## config.mk

```make
export PLATFORM = sky130hd
export DESIGN_NAME = reservation_station
export DESIGN_NICKNAME = d
export VERILOG_FILES = /design/src/rtl/tomasulo_pkg.sv /design/src/rtl/rs_entry.sv /design/src/rtl/reservation_station.sv
export SDC_FILE = /design/constraint.sdc
export NUM_CORES = 1
export LEC_CHECK = 0
export ABC_CLOCK_PERIOD_IN_PS = 4500
export CORE_ASPECT_RATIO = 0.7
export CORE_MARGIN = 10
export CORE_UTILIZATION = 55
export DETAILED_ROUTE_END_ITERATION = 16
export GPL_TIMING_DRIVEN = 1
export PLACE_DENSITY_LB_ADDON = 0.12
export SLEW_MARGIN = 20
export SYNTH_ARGS = -nofsm -noshare
export SYNTH_HDL_FRONTEND = slang
export SYNTH_SLANG_ARGS = --single-unit
export TNS_END_PERCENT = 20
```

## constraint.sdc

```tcl
create_clock -name clk -period 4.5 [get_ports clk]
set_input_delay 0.45 -clock clk [delete_from_list [all_inputs] [get_ports clk]]
set_output_delay 0.45 -clock clk [all_outputs]
set_load 0.05 [all_outputs]
```

## src/rtl/tomasulo_pkg.sv

```systemverilog
// rtl/tomasulo_pkg.sv - shared widths, label constants and entry state type
package tomasulo_pkg;

    localparam int DATA_W  = 32;
    localparam int LABEL_W = 5;
    localparam logic [LABEL_W-1:0] NO_LABEL = '0;

    typedef enum logic [1:0] {
        FREE  = 2'd0,
        WAIT  = 2'd1,
        READY = 2'd2,
        EXEC  = 2'd3
    } rs_state_t;

    // A pending label matches a broadcast only when it is a real label
    function automatic logic label_hit(input logic en,
                                       input logic [LABEL_W-1:0] q,
                                       input logic [LABEL_W-1:0] bc);
        return en && (q != NO_LABEL) && (q == bc);
    endfunction

endpackage

```

## src/rtl/rs_entry.sv

```systemverilog
// rtl/rs_entry.sv - one reservation station slot: state machine plus operand capture and snoop
module rs_entry
    import tomasulo_pkg::*;
#(
    parameter int OP_W  = 4,
    parameter int LABEL = 1
) (
    input  logic               clk,
    input  logic               nRST,
    input  logic               issue,
    input  logic [OP_W-1:0]    issue_op,
    input  logic [DATA_W-1:0]  issue_data1,
    input  logic [DATA_W-1:0]  issue_data2,
    input  logic [LABEL_W-1:0] issue_label1,
    input  logic [LABEL_W-1:0] issue_label2,
    input  logic               bc_en,
    input  logic [LABEL_W-1:0] bc_label,
    input  logic [DATA_W-1:0]  bc_data,
    input  logic               dispatch,
    output rs_state_t          state,
    output logic [OP_W-1:0]    op,
    output logic [DATA_W-1:0]  v1,
    output logic [DATA_W-1:0]  v2
);

    localparam logic [LABEL_W-1:0] OWN = LABEL_W'(LABEL);

    logic [LABEL_W-1:0] q1;
    logic [LABEL_W-1:0] q2;
    logic               byp1;
    logic               byp2;
    logic               snp1;
    logic               snp2;
    logic [LABEL_W-1:0] q1_in;
    logic [LABEL_W-1:0] q2_in;

    // Bypass hits on the incoming labels and snoop hits on the stored labels
    always_comb begin
        byp1  = label_hit(bc_en, issue_label1, bc_label);
        byp2  = label_hit(bc_en, issue_label2, bc_label);
        snp1  = label_hit(bc_en, q1, bc_label);
        snp2  = label_hit(bc_en, q2, bc_label);
        q1_in = byp1 ? NO_LABEL : issue_label1;
        q2_in = byp2 ? NO_LABEL : issue_label2;
    end

    // Entry lifecycle FREE -> WAIT/READY -> EXEC -> FREE with operand capture
    always_ff @(posedge clk or negedge nRST) begin
        if (!nRST) begin
            state <= FREE;
            op    <= '0;
            v1    <= '0;
            v2    <= '0;
            q1    <= NO_LABEL;
            q2    <= NO_LABEL;
        end else begin
            case (state)
                FREE: begin
                    if (issue) begin
                        op    <= issue_op;
                        v1    <= byp1 ? bc_data : issue_data1;
                        v2    <= byp2 ? bc_data : issue_data2;
                        q1    <= q1_in;
                        q2    <= q2_in;
                        state <= (q1_in == NO_LABEL && q2_in == NO_LABEL) ? READY : WAIT;
                    end
                end
                WAIT: begin
                    if (snp1) begin
                        v1 <= bc_data;
                        q1 <= NO_LABEL;
                    end
                    if (snp2) begin
                        v2 <= bc_data;
                        q2 <= NO_LABEL;
                    end
                    if ((snp1 || q1 == NO_LABEL) && (snp2 || q2 == NO_LABEL))
                        state <= READY;
                end
                READY: begin
                    if (dispatch)
                        state <= EXEC;
                end
                EXEC: begin
                    if (bc_en && bc_label == OWN)
                        state <= FREE;
                end
                default: state <= FREE;
            endcase
        end
    end

endmodule

```

## src/rtl/reservation_station.sv

```systemverilog
// rtl/reservation_station.sv - tag-based reservation station with issue allocator and dispatch mux
module reservation_station
    import tomasulo_pkg::*;
#(
    parameter int NUM_ENTRIES = 4,
    parameter int LABEL_BASE  = 1,
    parameter int OP_W        = 4
) (
    input  logic               clk,
    input  logic               nRST,
    input  logic               IssueValid,
    output logic               IssueReady,
    input  logic [OP_W-1:0]    IssueOp,
    input  logic [DATA_W-1:0]  IssueData1,
    input  logic [DATA_W-1:0]  IssueData2,
    input  logic [LABEL_W-1:0] IssueLabel1,
    input  logic [LABEL_W-1:0] IssueLabel2,
    output logic [LABEL_W-1:0] AllocLabel,
    input  logic               BCEN,
    input  logic [LABEL_W-1:0] BClabel,
    input  logic [DATA_W-1:0]  BCdata,
    output logic               DispValid,
    input  logic               DispReady,
    output logic [OP_W-1:0]    DispOp,
    output logic [DATA_W-1:0]  DispA,
    output logic [DATA_W-1:0]  DispB,
    output logic [LABEL_W-1:0] DispLabel
);

    rs_state_t          ent_state [NUM_ENTRIES];
    logic [OP_W-1:0]    ent_op    [NUM_ENTRIES];
    logic [DATA_W-1:0]  ent_v1    [NUM_ENTRIES];
    logic [DATA_W-1:0]  ent_v2    [NUM_ENTRIES];

    logic [NUM_ENTRIES-1:0] issue_sel;
    logic [NUM_ENTRIES-1:0] disp_sel;
    logic                   free_found;
    logic                   ready_found;
    logic                   issue_fire;
    logic                   disp_fire;

    // Lowest-index FREE entry receives the next issue
    always_comb begin
        issue_sel  = '0;
        free_found = 1'b0;
        AllocLabel = NO_LABEL;
        for (int i = 0; i < NUM_ENTRIES; i++) begin
            if (!free_found && ent_state[i] == FREE) begin
                free_found   = 1'b1;
                issue_sel[i] = 1'b1;
                AllocLabel   = LABEL_W'(LABEL_BASE + i);
            end
        end
        IssueReady = free_found;
    end

    // Lowest-index READY entry drives the dispatch port; zeros when none
    always_comb begin
        disp_sel    = '0;
        ready_found = 1'b0;
        DispOp      = '0;
        DispA       = '0;
        DispB       = '0;
        DispLabel   = NO_LABEL;
        for (int i = 0; i < NUM_ENTRIES; i++) begin
            if (!ready_found && ent_state[i] == READY) begin
                ready_found = 1'b1;
                disp_sel[i] = 1'b1;
                DispOp      = ent_op[i];
                DispA       = ent_v1[i];
                DispB       = ent_v2[i];
                DispLabel   = LABEL_W'(LABEL_BASE + i);
            end
        end
        DispValid = ready_found;
    end

    assign issue_fire = IssueValid && IssueReady;
    assign disp_fire  = DispValid && DispReady;

    for (genvar g = 0; g < NUM_ENTRIES; g++) begin : g_entry
        rs_entry #(
            .OP_W  (OP_W),
            .LABEL (LABEL_BASE + g)
        ) u_entry (
            .clk          (clk),
            .nRST         (nRST),
            .issue        (issue_fire && issue_sel[g]),
            .issue_op     (IssueOp),
            .issue_data1  (IssueData1),
            .issue_data2  (IssueData2),
            .issue_label1 (IssueLabel1),
            .issue_label2 (IssueLabel2),
            .bc_en        (BCEN),
            .bc_label     (BClabel),
            .bc_data      (BCdata),
            .dispatch     (disp_fire && disp_sel[g]),
            .state        (ent_state[g]),
            .op           (ent_op[g]),
            .v1           (ent_v1[g]),
            .v2           (ent_v2[g])
        );
    end

endmodule

```

After elaboration in Yosys (flattened, before gate mapping)
Cells that the tools add are included.
{"block": "op_classes", "muxes": 107, "n_eq_ne": 50, "n_reduce_logical": 103}
{"cell": "32-bit 2-to-1 mux", "count": 26}
{"cell": "32-bit one-hot mux with 2 select lines", "count": 8}
{"cell": "5-bit 2-to-1 mux", "count": 23}
{"cell": "5-bit one-hot mux with 2 select lines", "count": 8}
{"cell": "5-bit equality test", "count": 10}
{"cell": "5-bit logical NOT", "count": 10}
{"cell": "5-bit nonzero test", "count": 10}
{"cell": "2-bit by 1-bit inequality test with 1-bit output, second input constant", "count": 24}
{"cell": "1-bit logical AND", "count": 45}
{"cell": "2-bit 2-to-1 mux", "count": 18}
{"cell": "2-bit one-hot mux with 4 select lines", "count": 4}
{"cell": "3-bit AND reduction", "count": 8}
{"cell": "2-bit equality test, second input constant", "count": 8}
{"cell": "1-bit 2-to-1 mux", "count": 16}
{"cell": "4-bit 2-to-1 mux", "count": 4}
{"cell": "4-bit AND reduction", "count": 4}
{"cell": "5-bit by 2-bit equality test with 1-bit output, second input constant", "count": 2}
{"cell": "2-bit by 1-bit equality test with 1-bit output, second input constant", "count": 4}
{"cell": "2-bit logical NOT", "count": 4}
{"cell": "1-bit logical OR", "count": 8}
{"cell": "2-bit AND reduction", "count": 4}
{"cell": "2-bit nonzero test", "count": 4}
{"cell": "1-bit logical NOT", "count": 6}
{"cell": "5-bit by 1-bit equality test with 1-bit output, second input constant", "count": 1}
{"cell": "5-bit by 3-bit equality test with 1-bit output, second input constant", "count": 1}
{"block": "totals", "elab_cells": 284, "out_inout_bits": 80, "ff_bits": 320, "inputBits": 120}

Longest topological paths before layout
{"block": "depth", "ltp_word": 15, "mapped_depth": 11, "mapped_depth_nobuf": 7}

Hierarchy
From an unflattened synthesis, not the netlist that was laid out.
{"block": "hier_totals", "cells_unflattened": 1897, "hier_area_um2": 20415.8}
{"mod": "rs_entry (g_entry[1].u_entry ...)", "instances": 2, "area_each_um2": 4305.4, "cells_per_inst": 361, "seq_area_each_um2": 2001.9}
{"mod": "rs_entry (g_entry[2].u_entry)", "instances": 1, "area_each_um2": 4518.1, "cells_per_inst": 370, "seq_area_each_um2": 2001.9}
{"mod": "rs_entry (g_entry[0].u_entry)", "instances": 1, "area_each_um2": 4310.4, "cells_per_inst": 361, "seq_area_each_um2": 2001.9}
{"mod": "reservation_station", "instances": 1, "area_each_um2": 2976.6, "cells_per_inst": 444, "seq_area_each_um2": 0.0}

Least setup slack after synthesis
OpenSTA, ideal clock, no wires.
{"block": "synth_path", "kind": "register -> output", "start": "register g_entry[0].u_entry.state[0]", "end": "output DispA[25]", "path_stages_with_launch": 7, "arrival_time_ns": 2.620, "required_time_ns": 4.050, "setup_slack_ns": 1.430, "n_path_buf": 2, "path_cell_list": "dfrtp_1 inv_1 ha_1 clkbuf_1 nor4b_1 clkbuf_1 a221o_1"}
{"block": "synth_via", "elab_chain_cells": 11, "elab_cells_between_ends": 14}
{"element": "start: declaration", "line": "rs_entry.sv:20", "source": "output rs_state_t state,"}
{"element": "start signal: assignment", "line": "rs_entry.sv:65", "source": "state <= (q1_in == NO_LABEL && q2_in == NO_LABEL) ? READY : WAIT;"}
{"element": "2-bit equality test *", "line": "reservation_station.sv:66", "source": "if (!ready_found && ent_state[i] == READY) begin"}
{"element": "1-bit 2-to-1 mux", "line": "reservation_station.sv:66"}
{"element": "1-bit logical NOT", "line": "reservation_station.sv:66"}
{"element": "1-bit logical AND", "line": "reservation_station.sv:66"}
{"element": "1-bit 2-to-1 mux", "line": "reservation_station.sv:66"}
{"element": "1-bit logical NOT", "line": "reservation_station.sv:66"}
{"element": "1-bit logical AND", "line": "reservation_station.sv:66"}
{"element": "1-bit 2-to-1 mux", "line": "reservation_station.sv:66"}
{"element": "1-bit logical NOT", "line": "reservation_station.sv:66"}
{"element": "1-bit logical AND", "line": "reservation_station.sv:66"}
{"element": "32-bit 2-to-1 mux *", "line": "reservation_station.sv:66"}
{"element": "end: declaration", "line": "reservation_station.sv:25", "source": "output logic [DATA_W-1:0] DispA,"}
Mark *: on every way between the ends. The rest lies on a longest branch, timed or not.

Worst setup path in the final report
{"block": "layout_path", "start": "register g_entry[2].u_entry.state[0]", "end": "output DispB[28]"}
{"block": "layout_via", "elab_chain_cells": 6, "elab_cells_between_ends": 7}
{"element": "start: declaration", "line": "rs_entry.sv:20"}
{"element": "start signal: assignment", "line": "rs_entry.sv:65"}
{"element": "2-bit equality test *", "line": "reservation_station.sv:66"}
{"element": "1-bit logical AND *", "line": "reservation_station.sv:66"}
{"element": "1-bit 2-to-1 mux", "line": "reservation_station.sv:66"}
{"element": "1-bit logical NOT", "line": "reservation_station.sv:66"}
{"element": "1-bit logical AND", "line": "reservation_station.sv:66"}
{"element": "32-bit 2-to-1 mux *", "line": "reservation_station.sv:66"}
{"element": "end: declaration", "line": "reservation_station.sv:26", "source": "output logic [DATA_W-1:0] DispB,"}
Marks and branches as above.

==> results.md <==
* Worst-path clk slew at 0.07 ns
* Skew final at 0.01170 ns
* Synthesis-to-finish area growth at 17.62%
* Grt ovf at 0
* Tmin final at 4.205 ns
* NetSw at 9.796 mW
* Delay-heaviest family, CP: buffers and inverters
* Crit. Startpoint: g_entry[2].u_entry.state[0]
* Reg-to-Reg End: g_entry[1].u_entry.v1[12]
* Worst Hold Class: input pin to async pin
* Most frequent cell after synthesis: dfrtp_1
* Most common flop cell mapped by yosys: dfrtp_1
* PortBufs at 195
* Violated checks: negative hold slack
* Die Width at 243.6 um
* Routed WL at 69070 um
* CTS tree: yes
* Hold WS at -0.07210 ns
* Total Routing Usage GR at 31.12%
* Cell taking the most area after synthesis: dfrtp_1
* Clock share of power at 14.5%
* Peak supply drop at 0.6593 mV
* Ys Warns at 0
* Largest net degree at the start of global routing at 121
* Fin crit share at 93.44%
* GPL Wtd Cong at 0.9144
* Design Power at 20.63 mW
* Post-DP HPWL at 42040 um
* Core footprint at 34590 um2
* Sequential share of power at 25.5%
* Synth Instances at 1865
* Critical path arrival at 3.75 ns
* Number of synthesized flops with an enable pin at 0
* CTS H-tree lvls at 2
* First-pass GRT wire length at 105800 um
* Cell area after layout at 22640 um2
* Slew headroom at 29.67%
* Via count at 17.22k
* Least-Margin Pin Slew at 1.055 ns
* P_int at 10.83 mW
* Final Hold Vio Count at 12
* CTS Buf Count at 35
* Final Worst Setup Slack at 0.2951 ns
* Max-cap violations at 0
* Fraction of registers with async set/reset at 100.0%
* Most frequent cells after synthesis: dfrtp_1, nor2_1, clkbuf_1, mux2_2, mux2i_1
* Status: finished with violations
* Post-route DRC at 0
* FP Rows at 57
* Vias in the first global route at 17.13k
* F_max at 237.8 MHz
* WS Path Type: register to output pin
* Synth top area share at 41.60%
* Die height at 176.5 um
* I/O pins at 200
* R2r startpoint: g_entry[0].u_entry.state[0]
* Sw frac at 47.48%
* Total count of max-transition violations in the final report at 0
* RSZ-0062 raised after global routing: false
* Antenna-violating nets left at 0
* Post-route setup TNS at 0 ns
* Nets at 2069
* FF+latch count, synth at 320
* Met1 GRT Util at 42.44%
* CTS resizes at 0
* Dpl ws at 0.9466 ns
* Met3 usage at 8.273%
* Clock root buffer: clkbuf_16
* Postcts setup bufs at 0
* Total iterations of the first detailed-routing run at 6
* # hold bufs at CTS at 0
* Leak at 9.025 nW
* # setup viols final at 0
* Post-synthesis cell type count at 76
* Mapped Area at 19250 um2
* Initial antenna violation count at 6
* Critical Path End Type: output pin
* Worst path slowest cell: clkdlybuf4s50_1
* PwrDens at 911.3 nW/um2
* Synth area leaders: dfrtp_1, mux2_2, mux2i_1, a221o_1, o221a_2
* Post-synthesis sequential area ratio at 41.60%
* CP max stage delay at 0.80 ns
* Worst path cell trace: inv_1 -> ha_1 -> nor2b_4 -> buf_4 -> a22oi_1 -> nor2_1 -> a221o_1 -> clkdlybuf4s50_1
* Area after DPL at 21460 um2
* Starting density of the core at 55.64%
* GRT Max-Usage Layer: met2
* Drt wl/cell at 28.38 um
* Combinational share of power at 60.0%
* Flop-to-flop setup slack at 1.15 ns
* Startpoint Class: register
* Initial drt markers at 2260
* Clk Latency, worst-skew pair at 0.53 ns
* R2R depth at 8
* Buf+Inv Stages, Crit Path at 3
* Via/cell ratio at 7.073
* Critical Path RT at 4.05 ns
* Mean area per synthesized cell at 10.32 um2
* Final-layout fill cell count at 2779
* Crit path max fanout at 18
* Clk buf depth at 3
* Share of layout cells above drive strength 1 at 19.42%
* Die ar. at 43000 um2
* Met2 Track Usage GR at 46.02%
* Num Clock Sinks at 320
* Layout Utilization at 65.45%
[cell families after synthesis]
family	synth area share, %
AOI/OAI and AO/OA	22.48
and+or+nand+nor	11.41
DFF	41.60
muxes	16.07
buffers and inverters	5.129
xor gates and xnor gates	2.184
adders and majority gates	1.105
other	0.01948
[layout by cell type (no fill, tap or decap), types with 8 or more instances in the layout]
master and instances:
o2bb2ai_1 25, inv_1 18, clkbuf_16 37, mux2_1 14
clkbuf_8 8, nor2_1 186, and3_1 67, mux2_2 138
mux2i_1 138, a22oi_1 68, nand4_1 8, o21ai_0 21
nor3_1 102, a21oi_1 42, dfrtp_1 320, clkdlybuf4s50_1 194
o221a_2 95, ha_1 15, buf_4 44, xnor2_1 35
a32o_1 12, a31oi_1 49, xor2_1 13, clkbuf_1 8
nand2_1 49, a221o_1 132
[how the worst max path moves through the flow]
stage                end  slack, ns  cells past startpoint
6_report       DispB[28]       0.30                      8
5_1_grt        DispB[28]       0.20                      8
4_1_cts        DispB[28]       0.37                      8
3_5_place_dp   DispB[28]       0.95                      8
3_3_place_gp   DispB[28]       1.01                      8
2_1_floorplan  DispA[25]       1.43                      6
[layout make-up]
type | instances | area (um2) | share of cell area [%]
diodes | 5 | 12.51 | 0.05527
repair buffers | 244 | 2387 | 10.55
clock inverters | 9 | 97.59 | 0.4311
well taps | 472 | 590.6 | 2.609
inverters | 21 | 78.83 | 0.3482
flip-flops and latches | 320 | 8008 | 35.37
multi-input cells | 1310 | 10400 | 45.93
clock buffers | 53 | 1066 | 4.709
[power by group through the flow]
stage          registers [mW]  logic [mW]  clock network, mW
2_1_floorplan            4.96        8.77                  0
3_3_place_gp             5.20        12.0                  0
3_5_place_dp             5.25        12.2                  0
4_1_cts                  5.23        12.3               3.00
5_1_grt                  5.41        13.0               3.12
6_report                 5.26        12.4               2.98
[worst reg2reg max path, delay by kind of cell, from the launching register on]
kind	cells	cell delay, ns
AO/OA/AOI/OAI	2	0.87
adder cells (fa/ha/maj)	1	0.43
buffers and inverters	2	0.63
flip-flops	1	0.40
multiplexers	1	0.21
AND/OR/NAND/NOR	2	0.76
[registers in the layout, indices dropped and copies added, names as in the netlist]
name	count
g_entry.u_entry.v1	128
g_entry.u_entry.v2	128
g_entry.u_entry.q1	20
g_entry.u_entry.q2	20
g_entry.u_entry.op	16
g_entry.u_entry.state	8
[through the flow]
step	hold WS (ns)	instances
after floorplan	0.1544	1868
after global placement	0.4587	2367
after detailed placement	0.4641	2367
after CTS	0.07002	2429
after global routing	0.08146	2434
final	-0.07210	2434
[per-layer routing]
layer,part of all wire (%),routed length (um)
met3,11,7646
met5,0,0
met4,3.6,2462
met1,42,28740
met2,44,30210
No activity file was read; power rests on OpenSTA's default activity.
